==> src/rtl/alu_arbiter.sv <==
// alu_arbiter: round-robin sharing of one combinational 64-bit ALU among NREQ
// requesters. A granted request is held on the ALU for WAIT_CYCLES, then the
// ALU result is registered and returned on a valid/ready response channel.
// Optional feature: define ALU_ARBITER_ERROR_EN to report |alu_error on rsp_err_o.
module alu_arbiter #(
    parameter int         NREQ        = 2,
    parameter int         WAIT_CYCLES = 1,
    parameter logic [4:0] NOP_CMD     = 5'h1F
) (
    input  logic                 clk,
    input  logic                 rst,
    input  logic [NREQ-1:0]      req_valid_i,
    output logic [NREQ-1:0]      req_ready_o,
    input  logic [5*NREQ-1:0]    req_cmd_i,
    input  logic [7*NREQ-1:0]    req_opm_i,
    input  logic [64*NREQ-1:0]   req_a_i,
    input  logic [64*NREQ-1:0]   req_b_i,
    output logic [NREQ-1:0]      rsp_valid_o,
    input  logic [NREQ-1:0]      rsp_ready_i,
    output logic [63:0]          rsp_out_o,
    output logic [63:0]          rsp_flags_o,
    output logic                 rsp_err_o,
    output logic [4:0]           alu_cmd_o,
    output logic [6:0]           alu_opm_o,
    output logic [63:0]          alu_a_o,
    output logic [63:0]          alu_b_o,
    input  logic [63:0]          alu_out_i,
    input  logic [63:0]          alu_regF_i,
    input  logic [63:0]          alu_error_i
);

    localparam int IDX_W = (NREQ > 1) ? $clog2(NREQ) : 1;

    typedef enum logic [1:0] {
        IDLE = 2'd0,
        EXEC = 2'd1,
        RESP = 2'd2
    } state_e;

    state_e             state_q, state_d;
    logic [IDX_W-1:0]   last_grant_q, last_grant_d;
    logic [IDX_W-1:0]   gnt_q, gnt_d;
    logic [4:0]         cmd_q, cmd_d;
    logic [6:0]         opm_q, opm_d;
    logic [63:0]        a_q, a_d;
    logic [63:0]        b_q, b_d;
    logic [3:0]         cnt_q, cnt_d;
    logic [63:0]        out_q, out_d;
    logic [63:0]        flags_q, flags_d;
    logic               err_q, err_d;

    logic               grant_found;
    logic [IDX_W-1:0]   grant_idx;
    logic               err_cap;

`ifdef ALU_ARBITER_ERROR_EN
    assign err_cap = |alu_error_i;
`else
    logic unused_alu_error;
    assign err_cap          = 1'b0;
    assign unused_alu_error = ^alu_error_i;
`endif

    // Requester index 'offs' positions after 'base', wrapping at NREQ.
    function automatic logic [IDX_W-1:0] rr_idx(input logic [IDX_W-1:0] base, input int offs);
        int s;
        s = int'(base) + offs;
        if (s >= NREQ) s = s - NREQ;
        return IDX_W'(s);
    endfunction

    // Round-robin search starting just after the last granted requester.
    always_comb begin
        // NOTE: every variable written here gets a default first so no latch is inferred.
        grant_found = 1'b0;
        grant_idx   = last_grant_q;
        for (int k = 1; k <= NREQ; k++) begin
            if (!grant_found && req_valid_i[rr_idx(last_grant_q, k)]) begin
                grant_found = 1'b1;
                grant_idx   = rr_idx(last_grant_q, k);
            end
        end
    end

    // Next-state and handshake outputs of the IDLE -> EXEC -> RESP sequence.
    always_comb begin
        state_d      = state_q;
        last_grant_d = last_grant_q;
        gnt_d        = gnt_q;
        cmd_d        = cmd_q;
        opm_d        = opm_q;
        a_d          = a_q;
        b_d          = b_q;
        cnt_d        = cnt_q;
        out_d        = out_q;
        flags_d      = flags_q;
        err_d        = err_q;
        req_ready_o  = '0;
        rsp_valid_o  = '0;
        unique case (state_q)
            IDLE: begin
                // Ready is only raised for a valid requester, so ready implies acceptance.
                if (grant_found) begin
                    req_ready_o[grant_idx] = 1'b1;
                    gnt_d   = grant_idx;
                    cmd_d   = req_cmd_i[5*grant_idx +: 5];
                    opm_d   = req_opm_i[7*grant_idx +: 7];
                    a_d     = req_a_i[64*grant_idx +: 64];
                    b_d     = req_b_i[64*grant_idx +: 64];
                    cnt_d   = 4'(WAIT_CYCLES);
                    state_d = EXEC;
                end
            end
            EXEC: begin
                if (cnt_q == 4'd1) begin
                    out_d        = alu_out_i;
                    flags_d      = alu_regF_i;
                    err_d        = err_cap;
                    last_grant_d = gnt_q;
                    state_d      = RESP;
                end else begin
                    cnt_d = cnt_q - 4'd1;
                end
            end
            RESP: begin
                rsp_valid_o[gnt_q] = 1'b1;
                if (rsp_ready_i[gnt_q]) state_d = IDLE;
            end
            default: state_d = IDLE;
        endcase
    end

    // State and datapath registers; reset discards any operation in flight.
    always_ff @(posedge clk or posedge rst) begin
        if (rst) begin
            state_q      <= IDLE;
            last_grant_q <= IDX_W'(NREQ - 1);
            gnt_q        <= '0;
            cmd_q        <= NOP_CMD;
            opm_q        <= '0;
            a_q          <= '0;
            b_q          <= '0;
            cnt_q        <= '0;
            out_q        <= '0;
            flags_q      <= '0;
            err_q        <= 1'b0;
        end else begin
            // NOTE: non-blocking assignments so every register samples pre-edge values.
            state_q      <= state_d;
            last_grant_q <= last_grant_d;
            gnt_q        <= gnt_d;
            cmd_q        <= cmd_d;
            opm_q        <= opm_d;
            a_q          <= a_d;
            b_q          <= b_d;
            cnt_q        <= cnt_d;
            out_q        <= out_d;
            flags_q      <= flags_d;
            err_q        <= err_d;
        end
    end

    // Only EXEC may present a real command, so LOADFLAG-style ops never fire spuriously.
    assign alu_cmd_o   = (state_q == EXEC) ? cmd_q : NOP_CMD;
    assign alu_opm_o   = opm_q;
    assign alu_a_o     = a_q;
    assign alu_b_o     = b_q;
    assign rsp_out_o   = out_q;
    assign rsp_flags_o = flags_q;
    assign rsp_err_o   = err_q;

endmodule

==> config.mk <==
export PLATFORM = sky130hd
export DESIGN_NAME = alu_arbiter
export DESIGN_NICKNAME = d
export VERILOG_FILES = /design/src/rtl/alu_arbiter.sv
export SDC_FILE = /design/constraint.sdc
export NUM_CORES = 1
export LEC_CHECK = 0
export ABC_AREA = 1
export CORE_AREA = 2 2 295 297
export DETAILED_ROUTE_END_ITERATION = 10
export DIE_AREA = 0 0 297 299
export DONT_BUFFER_PORTS = 1
export PLACE_DENSITY = 0.39
export SLEW_MARGIN = 20
export SYNTH_ARGS = -nofsm -noshare
export SYNTH_HDL_FRONTEND = slang
export SYNTH_SLANG_ARGS = --single-unit
==> constraint.sdc <==
create_clock -name clk -period 8.8 [get_ports clk]
set_input_delay 1.76 -clock clk [delete_from_list [all_inputs] [get_ports clk]]
set_output_delay 1.76 -clock clk [all_outputs]
set_load 0.02 [all_outputs]
Word-level counts from Yosys, hierarchy flattened
Index checks and enable logic that the tools add are counted.

storage, ports and cells
  register bits = 276
  output and inout bits = 273

cells by class
  muxes and demuxes = 27
  reductions and logical operators = 10
  $add $sub $neg = 5
  shift-type cells = 4
  $mul = 2
  magnitude comparators = 8
  equality and inequality tests = 7

operators by type and width
  cell                 number
  $shiftx 128x8->64    2
  $mux 1               14
  $shiftx 14x5->7      1
  $mux 2               6
  $shiftx 10x5->5      1
  $lt 1x2->1 const B   4
  $mul 3x1->4 const A  2
  $mux 4               2
  $ne 2x2->1 const B   4
  $pmux 4 s2           1
  $pmux 2 s3           1
  $reduce_and 3->1     2
  $mux 5               1
  $eq 4x1->1 const B   1
  $reduce_and 2->1     2
  $sub 4x1->4 const B  1
  $add 1x2->3 const B  1
  $ge 3x2->1 const B   1
  $logic_and 1x1->1    3
  $add 1x1->2 const B  1
  $demux 1 s1          2
  $eq 2x1->1 const B   1
  $eq 2x2->1 const B   1
  $ge 1x1->1 const B   2
  5 further kinds      6

Longest topological paths before layout
  depth in word-level cells = 15
  gate-level depth with buffers = 9
  mapped depth without buffers = 7

Least setup slack after synthesis
No wires, ideal clock.

  path kind = input to output
  start = in req_valid_i[0]
  end = out req_ready_o[0]
  cell stages on the path = 6
  arrival = 2.578 ns
  setup slack = 4.462 ns
  path buffers = 2
  required time = 7.040 ns
  path through = nand2_1 nand3_1 nand2_1 buf_2 buf_2 nor2_1

between the ends
  cells in the longest elaborated chain, start to end = 12

RTL lines
  what                                                            RTL line  text
  from (decl)                                                     12        input logic [NREQ-1:0] req_valid_i,
  $mux 1 (not written as such) (2 in series)                      78        if (!grant_found && req_valid_i[rr_idx(last_grant_q, k)]) begin
  $mux 1                                                          78
  $logic_not 1->1                                                 78
  $logic_and 1x1->1                                               78
  $mux 1                                                          78
  $lt 1x2->1 (not written as such) or $ge 1x1->1 (tied branches)  104       req_ready_o[grant_idx] = 1'b1;
  $logic_and 1x1->1 (not written as such)                         104
  $mux 1 (not written as such)                                    104
  $demux 1 s1                                                     104
  $mux 2 (*)                                                      103       if (grant_found) begin
  $mux 2 (*)                                                      100       unique case (state_q)
  to (decl)                                                       13        output logic [NREQ-1:0] req_ready_o,

Mark *: on every way between the ends. The rest lies on a longest branch, timed or not. The select of a mux whose other input is x is not followed.

Final worst setup path
  start = in req_valid_i[1]
  end = out req_ready_o[0]

The elaborated chain is that of the path after synthesis.

==> impl_summary.md <==
Synthesis
The sequential cell area fraction in the yosys report is about 56%. The average instance in the mapped netlist occupies 7.49 um^2. The cell count after synthesis came out at between 1500 and 2000. The synthesized design spends more area on one cell type than any other, namely sky130_fd_sc_hd__dfrtp_1. The number of nets in the synthesized netlist is roughly 2100. Of the total synthesized cell area, the portion taken by XOR and XNOR cells is less than 1%. Yosys printed 0 warnings. The share of cell area taken by muxes after synthesis is 0%. The count of distinct cell types in the synthesized netlist is 20.

The adder and majority cell fraction of the synthesized area is less than 1%. Sorting the synthesized cells by area gives the leading types as sky130_fd_sc_hd__dfrtp_1 (55%), sky130_fd_sc_hd__nand2_1 (30%), sky130_fd_sc_hd__o21ai_0 (4.9%), sky130_fd_sc_hd__inv_1 (4.1%), sky130_fd_sc_hd__buf_2 (2.1%). The simple logic cell fraction of the synthesized area is 31.0%. The number of flip-flops and latches in the synthesized netlist is between 200 and 300. The summed instance area of the synthesized netlist is between 0.01 and 0.015 mm^2.

Summed over its instances, the top area cell type makes up between 50% and 60% of the synthesized netlist area. By area, the combinational part of the netlist is dominated by simple AND/OR/NAND/NOR gates. The synthesized netlist devotes 5.36% of its cell area to compound gates.

Placed design
The number of buffer cells added on primary ports is 0. The worst setup slack after placement is slightly below 4 ns. The number of instances in the placed design is 2731. The cell area after placement is 0.0136 mm^2. At the end of routability-driven placement, the weighted congestion stood at between 0.9 and 1. The HPWL after detailed placement is 30.6 mm.

Routing
After detailed routing, the average wire length per cell comes to ~14 um. The count of nets left with antenna violations once routing finished came out at 0. The first-iteration detailed-routing DRC count is approximately 670. The detailed-route DRC error count is 0. The routed design has approximately 40 mm of wire. For this block, the via count after detailed routing is about 10000. In the routed layout, each cell is associated on average with a via count of 3.58. Before antenna repair, the detailed router went through 7 iterations.

Finish
The share of post-route cells with drive strength above 1 is under 10%. Once layout is complete, the cells apart from fillers number about 2800. The multi-input combinational cell area is around 0.0046 mm^2. The net total in the final layout is 2094. The signed area change from the synthesized netlist to the final layout is 19.7%. The cell area after layout is about 0.015 mm^2. Summing all flip-flop and latch instances after layout gives about 0.0069 mm^2. Fill cells in the final layout number 9785.

Setup path
Tracing the worst setup path back leads to its startpoint at req_valid_i[1]. The launching point of the worst reg2reg path is cnt_q[1]. The sort of element at the end of the critical path is a primary output. The signal arrival time at the worst endpoint is 3.10 ns.

The maximum fanout encountered on the critical timing path is 29. For the worst setup path, the data required time is just over 7 ns. The critical path launch point type is an input pin.

The type of the worst setup path is in2out.

CTS
The insertion delay to the later sink of the worst-skew pair is between 0.5 and 0.6 ns. TritonCTS built the clock tree. The buffer count from post-CTS setup fixing is 0. Clock-pin slew was measured on the worst setup and hold paths at roughly 0.050 ns. The root cell of the clock tree is sky130_fd_sc_hd__clkbuf_16. The H-tree was split into 2 levels. The number of clock sinks is 276. The number of buffers created by CTS is 35. The quantity of gates resized following cts is 0. No sink is reached through more buffers than the 3 on the longest clock path.

The number of buffers inserted by hold repair at cts is 0.

Die
The count of standard-cell rows is roughly 110. The width of the die is between 200 and 300 um. The die covers 0.0888 mm^2. The number of I/O pins is 751. The height of the die is 299 um. Once the floorplan was initialized, standard cells occupied 14.4% of the core. The floorplan step defined a core boundary enclosing roughly 0.086 mm^2.

Global route
The wire length of the first global-routing pass is around 60 mm. The total overflow reported by the global router is 0. The number of global-route vias before repair is between 10000 and 15000. The number of antenna violations at the first check in global routing is 4. Global routing used between 8 and 9% of the available tracks across all layers.

The maximum number of pins on one net before global-route repair is about 140.

Timing
Once routing completed, OpenROAD measured the worst setup slack at slightly below 4 ns. The worst path in the final design needs a cycle of about 4.9 ns, including I/O delays and setup. The share of the clock period used by the worst path is 55.2%. The total count of hold-check failures in the final report is 0. The sum of negative setup slack is 0 ns. The final count of pins violating max slew is 0. Derived from the worst setup path, the maximum achievable clock frequency is roughly 200 MHz. For the pin with the worst max-slew slack, the measured transition is 0.923 ns. Setup repair after global routing left no endpoint under its margin. Measured against its own limit, the worst slew margin works out to around two fifths.

Clock skew on the completed layout was measured at approximately 0.020 ns. The setup-violating endpoint count in the final report is 0. The final worst hold slack is approximately 0.46 ns.

Power
The power density of the placed cells is between 400 and 500 mW/mm^2. Across the VDD grid, the largest voltage drop is 0.160 mV. The static leakage is between 7 and 8 nW.

Run
The max-capacitance violation count is 0.

Worst hold path
The worst hold path begins at cmd_q[0]. The classification of the worst-slack hold path is reg2reg.

Outcome
The flow ran to the end, and the final reports show no timing, DRC or antenna violations.
[path summary, 6_finish.rpt]
check                      cells after the start  slack (ns)              end
min in group asynchronous                      1        1.11      alu_a_o[14]
max reg2reg                                    6        5.70  rsp_flags_o[43]
max in group asynchronous                      2        6.53      alu_b_o[27]
max                                            3        3.94   req_ready_o[0]
min                                            2        0.46         cmd_q[0]
min reg2reg                                    2        0.46         cmd_q[0]
[per-layer routing]
layer | GRT usage [%] | routed length, um | vias up
met5 | 0 | 13 | -
met4 | 4.62 | 1910 | 2
met3 | 3.31 | 3780 | 84
met2 | 14.7 | 19900 | 456
met1 | 9.43 | 14900 | 4605
li1 | - | - | 4855
[flip-flops by register name (all words and copies together) (netlist names), 2 cells and up]
register and count:
cnt_q 4, alu_b_o 64, cmd_q 5, rsp_flags_o 64, alu_opm_o 7, state_q 2, alu_a_o 64, rsp_out_o 64
[cell families (layout without fill, tap and decap cells)]
| kind of cell | count (synthesis) | in the layout |
|---|---|---|
| other cells | 1 | 2 |
| compound gates | 132 | 132 |
| flops | 276 | 276 |
| fa+ha+maj | 2 | 2 |
| xor+xnor | 1 | 1 |
| simple gates | 1014 | 1014 |
| buf+inv | 230 | 215 |
[stage by stage]
stage          util (%)  total power [mW]
5_1_grt            17.3              6.85
6_report           17.3              6.34
3_5_place_dp       15.8              4.88
3_3_place_gp       15.8              4.84
4_1_cts            17.2              6.48
2_1_floorplan         -              4.29
[placed cells by master (no fill, tap or decap)]
cell type                    netlist  layout
sky130_fd_sc_hd__buf_16            0       1
sky130_fd_sc_hd__o21ai_0         122     122
sky130_fd_sc_hd__nor2_4            1       1
sky130_fd_sc_hd__inv_1           137     136
sky130_fd_sc_hd__inv_4             0       2
sky130_fd_sc_hd__ha_1              2       2
sky130_fd_sc_hd__buf_4             3       7
sky130_fd_sc_hd__nand3_1           5       5
sky130_fd_sc_hd__nand2_4           0       1
sky130_fd_sc_hd__clkbuf_16         0      35
sky130_fd_sc_hd__inv_2             3       1
sky130_fd_sc_hd__nand3_4           0       1
sky130_fd_sc_hd__o21ai_1           9       9
sky130_fd_sc_hd__buf_6             0       1
sky130_fd_sc_hd__clkbuf_8          0       7
sky130_fd_sc_hd__nor2_1           10      10
sky130_fd_sc_hd__clkinv_2          0       5
sky130_fd_sc_hd__nand2_1         992     991
sky130_fd_sc_hd__clkinv_8          0       2
sky130_fd_sc_hd__dfrtp_1         270     270
sky130_fd_sc_hd__bufinv_16         0       5
sky130_fd_sc_hd__xnor2_1           1       1
sky130_fd_sc_hd__clkbuf_1         33       6
sky130_fd_sc_hd__clkinvlp_4        0       4
sky130_fd_sc_hd__conb_1            1       1
sky130_fd_sc_hd__buf_12            0       2
sky130_fd_sc_hd__diode_2           0       1
sky130_fd_sc_hd__o21ai_4           0       1
sky130_fd_sc_hd__dfstp_2           6       6
sky130_fd_sc_hd__or2_2             5       5
sky130_fd_sc_hd__inv_16            0       1
[where the power goes]
| part | switching [mW] | total, mW | internal (mW) | leakage [nW] |
|---|---|---|---|---|
| logic | 1.15 | 1.65 | 0.509 | 3.90 |
| registers | 1.25 | 3.15 | 1.90 | 3.41 |
| clock network | 0.592 | 1.54 | 0.948 | 0.603 |
[Yosys cell counts, drive strengths merged]
| library cell | count |
|---|---|
| nand2 | 992 |
| dfrtp | 270 |
| inv | 140 |
| o21ai | 132 |
| buf | 57 |
| clkbuf | 33 |
| nor2 | 11 |
| dfstp | 6 |
| nand3 | 6 |
| or2 | 5 |
| ha | 2 |
| conb | 1 |
| xnor2 | 1 |
[layout make-up]
cell class,instances,share of cell area [%]
timing repair buffer,11,0.886
antenna,1,0.0169
inverter,140,3.60
clock buffer,48,6.70
tap,1155,9.74
sequential,276,46.6
clock inverter,16,1.69
multi-input combinational,1150,30.8
[worst max-delay path, stage by stage]
cell	delay, ns
sky130_fd_sc_hd__o21ai_4	0.62
sky130_fd_sc_hd__inv_4	0.29
sky130_fd_sc_hd__nor2_1	0.40
No activity file was read; power rests on OpenSTA's default activity.
